===== src/rtl/sfp_pkg.sv =====
// Shared encodings for the SFP TX arbiter: grant owners, FSM states, default width.
package sfp_pkg;

  localparam int unsigned SFP_DATA_W = 64;

  typedef enum logic [1:0] {
    GNT_NONE  = 2'd0,
    GNT_CMD   = 2'd1,
    GNT_LOCAL = 2'd2,
    GNT_PEER  = 2'd3
  } grant_e;

  typedef enum logic [1:0] {
    ST_IDLE  = 2'd0,
    ST_GRANT = 2'd1,
    ST_FLUSH = 2'd2
  } state_e;

  function automatic logic [15:0] sat_add16(input logic [15:0] a, input logic [1:0] b);
    logic [16:0] sum;
    sum = {1'b0, a} + {15'd0, b};
    return sum[16] ? 16'hFFFF : sum[15:0];
  endfunction

endpackage


===== src/rtl/sfp_rr_pick.sv =====
// Two-way round-robin pick between local and peer; the pointer only matters on a tie.
module sfp_rr_pick (
  input  logic ptr_peer_i,
  input  logic local_valid_i,
  input  logic peer_valid_i,
  output logic pick_peer_o,
  output logic any_o
);

  always_comb begin
    any_o = local_valid_i | peer_valid_i;
    if (local_valid_i && peer_valid_i) begin
      pick_peer_o = ptr_peer_i;
    end else begin
      pick_peer_o = peer_valid_i;
    end
  end

endmodule


===== src/rtl/sfp_tx_arbiter.sv =====
// SFP TX link arbiter: strict-priority cmd, bounded round-robin local/peer, flush on link down.
// Optional per-source beat counters are built when SFP_TX_STATS_EN is defined.
module sfp_tx_arbiter
  import sfp_pkg::*;
#(
  parameter int unsigned DATA_W    = SFP_DATA_W,
  parameter int unsigned MAX_BURST = 9
) (
  input  logic              i_clk,
  input  logic              i_rst,
  input  logic              i_channel_up,
  input  logic [DATA_W-1:0] s_cmd_tdata,
  input  logic              s_cmd_tvalid,
  output logic              s_cmd_tready,
  input  logic [DATA_W-1:0] s_local_tdata,
  input  logic              s_local_tvalid,
  output logic              s_local_tready,
  input  logic [DATA_W-1:0] s_peer_tdata,
  input  logic              s_peer_tvalid,
  output logic              s_peer_tready,
  output logic [DATA_W-1:0] m_tx_sfp_tdata,
  output logic              m_tx_sfp_tvalid,
  input  logic              m_tx_sfp_tready,
  output logic [1:0]        o_grant,
  output logic [1:0]        o_state,
`ifdef SFP_TX_STATS_EN
  output logic [31:0]       o_cmd_beats,
  output logic [31:0]       o_local_beats,
  output logic [31:0]       o_peer_beats,
`endif
  output logic [15:0]       o_drop_cnt
);

  state_e      state_q, state_d;
  grant_e      grant_q, grant_d;
  logic [7:0]  burst_q, burst_d;
  logic        rr_peer_q, rr_peer_d;
  logic [15:0] drop_q, drop_d;

  logic [DATA_W-1:0] sel_data;
  logic              sel_valid;
  logic              in_grant;
  logic              beat;
  logic              done;
  logic              pick_peer;
  logic              pick_any;

  sfp_rr_pick u_rr_pick (
    .ptr_peer_i    (rr_peer_q),
    .local_valid_i (s_local_tvalid),
    .peer_valid_i  (s_peer_tvalid),
    .pick_peer_o   (pick_peer),
    .any_o         (pick_any)
  );

  always_comb begin
    sel_data  = '0;
    sel_valid = 1'b0;
    unique case (grant_q)
      GNT_CMD:   begin sel_data = s_cmd_tdata;   sel_valid = s_cmd_tvalid;   end
      GNT_LOCAL: begin sel_data = s_local_tdata; sel_valid = s_local_tvalid; end
      GNT_PEER:  begin sel_data = s_peer_tdata;  sel_valid = s_peer_tvalid;  end
      default:   ;
    endcase
    in_grant        = (state_q == ST_GRANT);
    m_tx_sfp_tvalid = in_grant & sel_valid;
    m_tx_sfp_tdata  = in_grant ? sel_data : '0;
    s_cmd_tready    = in_grant && (grant_q == GNT_CMD) && m_tx_sfp_tready;
    s_local_tready  = (in_grant && (grant_q == GNT_LOCAL) && m_tx_sfp_tready)
                      || (state_q == ST_FLUSH);
    s_peer_tready   = (in_grant && (grant_q == GNT_PEER) && m_tx_sfp_tready)
                      || (state_q == ST_FLUSH);
    beat            = m_tx_sfp_tvalid & m_tx_sfp_tready;
  end

  always_comb begin
    state_d   = state_q;
    grant_d   = grant_q;
    burst_d   = burst_q;
    rr_peer_d = rr_peer_q;
    drop_d    = drop_q;
    done      = 1'b0;
    case (state_q)
      ST_IDLE: begin
        if (!i_channel_up) begin
          state_d = ST_FLUSH;
        end else if (s_cmd_tvalid) begin
          grant_d = GNT_CMD;
          state_d = ST_GRANT;
        end else if (pick_any) begin
          grant_d = pick_peer ? GNT_PEER : GNT_LOCAL;
          state_d = ST_GRANT;
        end
      end
      ST_GRANT: begin
        if (grant_q == GNT_CMD) begin
          done = beat || !sel_valid;
        end else begin
          done = (beat && (burst_q == 8'(MAX_BURST - 1))) || !sel_valid;
        end
        // Link down: only a beat already on the bus may still complete.
        if (!i_channel_up) begin
          done = beat || !sel_valid;
        end
        if (done) begin
          state_d = i_channel_up ? ST_IDLE : ST_FLUSH;
          grant_d = GNT_NONE;
          burst_d = '0;
          if (grant_q != GNT_CMD) begin
            rr_peer_d = (grant_q == GNT_LOCAL);
          end
        end else if (beat) begin
          burst_d = burst_q + 8'd1;
        end
      end
      ST_FLUSH: begin
        drop_d = sat_add16(drop_q, {1'b0, s_local_tvalid} + {1'b0, s_peer_tvalid});
        if (i_channel_up) begin
          state_d = ST_IDLE;
        end
      end
      default: state_d = ST_IDLE;
    endcase
  end

  always_ff @(posedge i_clk or negedge i_rst) begin
    if (!i_rst) begin
      state_q   <= ST_IDLE;
      grant_q   <= GNT_NONE;
      burst_q   <= '0;
      rr_peer_q <= 1'b0;
      drop_q    <= '0;
    end else begin
      state_q   <= state_d;
      grant_q   <= grant_d;
      burst_q   <= burst_d;
      rr_peer_q <= rr_peer_d;
      drop_q    <= drop_d;
    end
  end

  assign o_grant    = grant_q;
  assign o_state    = state_q;
  assign o_drop_cnt = drop_q;

`ifdef SFP_TX_STATS_EN
  logic [31:0] cmd_beats_q, local_beats_q, peer_beats_q;

  always_ff @(posedge i_clk or negedge i_rst) begin
    if (!i_rst) begin
      cmd_beats_q   <= '0;
      local_beats_q <= '0;
      peer_beats_q  <= '0;
    end else if (beat) begin
      if (grant_q == GNT_CMD)   cmd_beats_q   <= cmd_beats_q + 32'd1;
      if (grant_q == GNT_LOCAL) local_beats_q <= local_beats_q + 32'd1;
      if (grant_q == GNT_PEER)  peer_beats_q  <= peer_beats_q + 32'd1;
    end
  end

  assign o_cmd_beats   = cmd_beats_q;
  assign o_local_beats = local_beats_q;
  assign o_peer_beats  = peer_beats_q;
`endif

endmodule


===== config.mk =====
export PLATFORM = sky130hd
export DESIGN_NAME = sfp_tx_arbiter
export DESIGN_NICKNAME = d
export VERILOG_FILES = /design/src/rtl/sfp_pkg.sv /design/src/rtl/sfp_rr_pick.sv /design/src/rtl/sfp_tx_arbiter.sv
export SDC_FILE = /design/constraint.sdc
export NUM_CORES = 1
export LEC_CHECK = 0
export ABC_AREA = 1
export CAP_MARGIN = 10
export CORE_MARGIN = 2
export CORE_UTILIZATION = 30
export CTS_CLUSTER_SIZE = 28
export DETAILED_ROUTE_END_ITERATION = 10
export GPL_TIMING_DRIVEN = 0
export PLACE_DENSITY = 0.89
export SETUP_SLACK_MARGIN = 0.15
export SLEW_MARGIN = 20
export SYNTH_ARGS = -nofsm -noshare
export SYNTH_HDL_FRONTEND = slang
export SYNTH_HIERARCHICAL = 1
export SYNTH_SLANG_ARGS = --single-unit

===== constraint.sdc =====
create_clock -name i_clk -period 1.8 [get_ports i_clk]
set_input_delay 0.27 -clock i_clk [delete_from_list [all_inputs] [get_ports i_clk]]
set_output_delay 0.27 -clock i_clk [all_outputs]
set_load 0.01 [all_outputs]

Word-level counts from Yosys, hierarchy flattened:

Cells that the tools add are included.

* bits in registers: 29
* input port bits: 199
* output and inout port bits: 88

* add/sub/neg operators: 3
* equality and inequality tests: 12
* mux-type cells: 23
* bitwise logic cells: 3
* reductions and logical operators: 20

Operators by type and width (count)
* 64-bit one-hot mux with 3 select lines: 1
* 64-bit two-way mux: 1
* 2-bit two-way mux: 10
* 16-bit by 2-bit adder with 17-bit output: 1
* 16-bit two-way mux: 1
* 8-bit two-way mux: 2
* 8-bit by 1-bit adder with 8-bit output, second input constant: 1
* 8-bit by 4-bit == test with 1-bit output, second input constant: 1
* 1-bit logical AND: 8
* 2-bit == test, second input constant: 3
* 2-bit one-hot mux with 3 select lines: 1
* 3-bit AND reduction: 2
* 1-bit two-way mux: 5
* 2-bit by 1-bit == test with 1-bit output, second input constant: 2
* 1-bit logical OR: 4
* 2-bit by 1-bit != test with 1-bit output, second input constant: 2
* 2-bit != test, second input constant: 2
* 4-bit != test, second input constant: 1
* 2-bit one-hot mux with 2 select lines: 1
* 4-bit AND reduction: 1
* 2-bit nonzero test: 2
* 3-bit != test, second input constant: 1
* 1-bit one-hot mux with 3 select lines: 1
* 1-bit by 1-bit adder with 2-bit output: 1
* 5 further kinds: 6

Logic depth before layout (Yosys ltp):

* word-level depth: 11
* mapped depth: 12
* gate-level depth less buffers: 12

By module:

Netlist, hierarchy kept.

By module, submodules not included
* sfp_tx_arbiter: instances 1, cells each 647, area an instance 3412.0 um2, seq. area each 725.7 um2
* sfp_rr_pick: instances 1, cells each 5, area an instance 22.5 um2, seq. area each 0.0 um2

Worst setup path before layout:

OpenSTA, ideal clock, no wires.

* path type: register to register
* from: register drop_q[0], in the netlist o_drop_cnt[0]
* to: register drop_q[11], in the netlist o_drop_cnt[11]
* arrival time: 1.772 ns
* data required time: 1.729 ns
* path slack: -0.043 ns
* stages on the path, launching flop included: 11
* path buffers: 0
* cells stage by stage: dfrtp_1 inv_1 fa_1 inv_1 ha_1 nand3_1 nor2_1 nand2_1 nor2_2 nand4_2 nand3_1

* longest elaborated chain between the ends: 2

RTL lines
* start: declaration: line sfp_tx_arbiter.sv:38 `logic [15:0] drop_q, drop_d;`
* start signal: assignment: line sfp_tx_arbiter.sv:138 `drop_q <= drop_d;`
* 16-bit by 2-bit adder with 17-bit output: line sfp_pkg.sv:21 `sum = {1'b0, a} + {15'd0, b};`
* 16-bit two-way mux: line sfp_pkg.sv:22 `return sum[16] ? 16'hFFFF : sum[15:0];`

No other way between the ends.
A chain may end at the register's enable or synchronous reset.

Worst setup path in the final report:

* from: register grant_q[0], in the netlist o_grant[0]
* to: output m_tx_sfp_tdata[25]

* longest elaborated chain between the ends: 3
* elaborated cells between the ends (all ways): 5
* classes of those cells: eq/ne (3); mux (2)

RTL lines
* start: declaration: line sfp_tx_arbiter.sv:35 `grant_e grant_q, grant_d;`
* start signal: assignment: line sfp_tx_arbiter.sv:135 `grant_q <= grant_d;`
* 2-bit == test or 2-bit by 1-bit == test with 1-bit output (tied branches): line sfp_tx_arbiter.sv:59 `unique case (grant_q)`
* 64-bit one-hot mux with 3 select lines (*): line sfp_tx_arbiter.sv:59
* 64-bit two-way mux (*): line sfp_tx_arbiter.sv:67 `m_tx_sfp_tdata = in_grant ? sel_data : '0;`
* end: declaration: line sfp_tx_arbiter.sv:21 `output logic [DATA_W-1:0] m_tx_sfp_tdata,`

Every way passes the cells marked *; elsewhere a longest branch is shown, timed or not.

==> impl_results.md <==
* Outcome: finished with violations
* Violations in the final reports: setup timing
* Leak at 4.91 nW
* Input/output buffers at 286
* Unrepaired setup endpoints after global routing: true
* Category of the critical setup timing path: flop to output port
* Number of optimization iterations in the first detailed-route pass at 6
* Largest voltage drop on the vdd net at 0.956 mV
* Slowest cell on the critical path: dfrtp_2
* CP Buf/Inv Count at 7
* Number of synthesized register bits at 29
* Post-synthesis instance total at 652
* Via count of the routed design at 6329
* Minimum period implied by the final worst setup slack at 2110 ps
* Final design utilization at 78.2%
* Endpoint required time on the critical path at 1530 ps
* Netlist area before placement at 3430 um2
* Warnings, synthesis at 6
* Max Fanout on Critical Path at 8
* Number of placement rows at 39
* Avg Cell Area, Syn at 5.27 um2
* Wire length of the first global-routing pass at 30.4 mm
* Classification of the worst-slack hold path: input pin to asynchronous set/reset pin
* Detailed-route vias per instance at 5.41
* Sequential area share after synthesis at 21.1%
* # nets final at 1225
* Post-route DRC at 0
* Overflow left after global routing at 0
* Area of all placed cells without fillers at 8810 um2
* Die Ht at 111 um
* Slew at the pin with the worst max-slew slack at 688 ps
* Clock Sink Count at 29
* Initial antenna violation count at 3
* Total power density per cell area at 1160 nW/um2
* Share of async-settable or async-resettable flops after synthesis at 100%
* Fin cells at 1169
* Area of the core at 11300 um2
* CTS H-Tree Depth at 2
* Dpl hpwl at 13.5 mm
* Overall fraction of global-route tracks in use at 31.5%
* WL/cell at 21.5 um
* Total I/O pin count at 287
* Setup Viol. Count Final at 95
* Clock slew at reported path FFs at 60 ps
* Top cell family by delay on the critical path: buffers and inverters
* Startpoint types: flop
* Maximum number of pins on one net before global-route repair at 30
* Final Max Tran Viols at 0
* Category of the worst setup path capture point: output port
* Final ANT Viol Nets at 0
* Via count of the first global-routing pass at 5770
* Number of buffers on the longest clock path at 2
* Worst clock skew at 7.71 ps
* Clock network latency to the later pin of the worst-skew pair at 280 ps
* Final setup slack of the worst path at -307 ps
* Drt total wl at 25.2 mm
* Overall die width at 111 um
* Root Driver: clkbuf_16
* Worst-case headroom to the max-slew limit at 54.2%
* Number of enable-type register cells in the synthesized netlist at 0
* Synth Flop Type: dfrtp_1
* CTS tree: yes
* Number of hold violations in the final report at 0
* Leading cell types in the layout, fill and taps excluded: clkdlybuf4s50_1, nand2_1, inv_1
* Period utilisation layout at 117%
* CP peak stage delay at 450 ps
* Ratio of cells with drive above 1 in the final layout at 41.4%
* Max-cap viol count at 0
* Number of cells in the design after placement at 1081
* Synth unique cells at 31
* Arrival time at the worst endpoint at 1840 ps
* CP cell instances: inv_2, nand2_2, inv_2, buf_8, buf_12, buf_8, nand2_4, nand3_2, nand2_1, inv_1, buf_2
* Fmax at 475 MHz
* Effective utilization at floorplan at 30.5%
* Mapped Nets at 855
* Die Outline Area at 12300 um2
* Inserted Clock Buffers at 5
* Placed Instance Area at 6510 um2
* Drt first-iter violations at 721
* Synth-to-Final Area Change at 157%
* Most frequent standard cell in the layout excluding fill and tap cells: clkdlybuf4s50_1
* Final estimated routing congestion in global placement at 0.891
## metal layers
layer / share of wire [%] / routed length [um] / up-vias / global-route usage (%)
li1: - / - / 2723 / -
met5: 0 / 0 / - / 0
met3: 9.5 / 2390 / 190 / 8.20
met1: 32 / 8060 / 2920 / 34.2
met2: 49 / 12400 / 496 / 56.9
met4: 9.1 / 2300 / 0 / 14.8
## layout make-up
type / count / area (um2)
clock inverter: 3 / 17.5
sequential: 29 / 731
fill: 675 / 2460
timing repair inverter: 1 / 6.26
tap: 143 / 179
antenna: 3 / 7.51
multi-input combinational: 489 / 3240
timing repair buffer: 362 / 3690
clock buffer: 5 / 125
inverter: 108 / 438
buffer: 26 / 372
## final timing paths
path | start | end | slack, ps | cells after the start
setup / recovery | o_grant[0]$_DFFE_PN0P_ | m_tx_sfp_tdata[25] | -310 | 11
hold / removal | i_rst | o_drop_cnt[6]$_DFFE_PN0P_ | 40 | 1
setup reg to reg | o_grant[0]$_DFFE_PN0P_ | burst_q[3]$_DFFE_PN0P_ | -210 | 13
hold reg to reg | rr_peer_q$_DFFE_PN0P_ | rr_peer_q$_DFFE_PN0P_ | 540 | 2
max in group asynchronous | i_rst | o_drop_cnt[11]$_DFFE_PN0P_ | 1280 | 1
min in group i_clk | rr_peer_q$_DFFE_PN0P_ | rr_peer_q$_DFFE_PN0P_ | 540 | 2
## where the power goes
part           switching [mW]  internal [mW]  total (mW)
Combinational            4.22           4.19        8.42
Sequential              0.235          0.791        1.03
Clock                   0.313          0.506       0.820
Total                    4.77           5.49        10.3
## state kept, by name, summed over array words and instances, names as in the netlist
| signal | flops |
|---|---|
| o_grant | 2 |
| burst_q | 8 |
| rr_peer_q | 1 |
| o_drop_cnt | 16 |
| o_state | 2 |
## cell families after synthesis
logic type	count (synthesis)	synth area share, %
and+or+nand+nor	450	55.2
buffers and inverters	134	15.4
DFF	29	21.1
AOI/OAI and AO/OA	27	4.55
xor gates and xnor gates	8	2.04
adders and majority gates	4	1.68
## Yosys cell counts, drive strengths merged, types with 2 or more instances
cell    instances  area [um2]
xor2            7        61.3
o21ai          16        83.8
or2             4        25.0
nor2           31         141
nand2         316        1190
nand3          91         483
ha              3        37.5
o21bai          2        15.0
a21oi           8        51.3
buf            21         105
nand4           5        37.5
dfrtp          29         726
inv           108         405
nor3            2        10.0
clkbuf          5        18.8
## what timing repair did
action                                  in CTS  in global routing
buffers inserted                            42                 20
endpoints found under the setup margin      85                 99
gates resized for setup                    470                252
pin swaps                                   34                 71
gates cloned                                 7                  8
hold buffers                                 0                  0
## stage by stage
stage / setup slack, ps / hold slack, ps / setup TNS [ps] / power (mW)
final: -307 / 36.2 / -16960 / 10.3
after global routing: -348 / 93.6 / -21040 / 10.7
after CTS: -179 / 52.9 / -6430 / 7.85
after detailed placement: -667 / 342 / -47370 / 5.08
after global placement: -660 / 457 / -46520 / 5.02
after floorplan: 79.5 / -25.6 / 0 / 3.22
No activity file was read; power rests on OpenSTA's default activity.
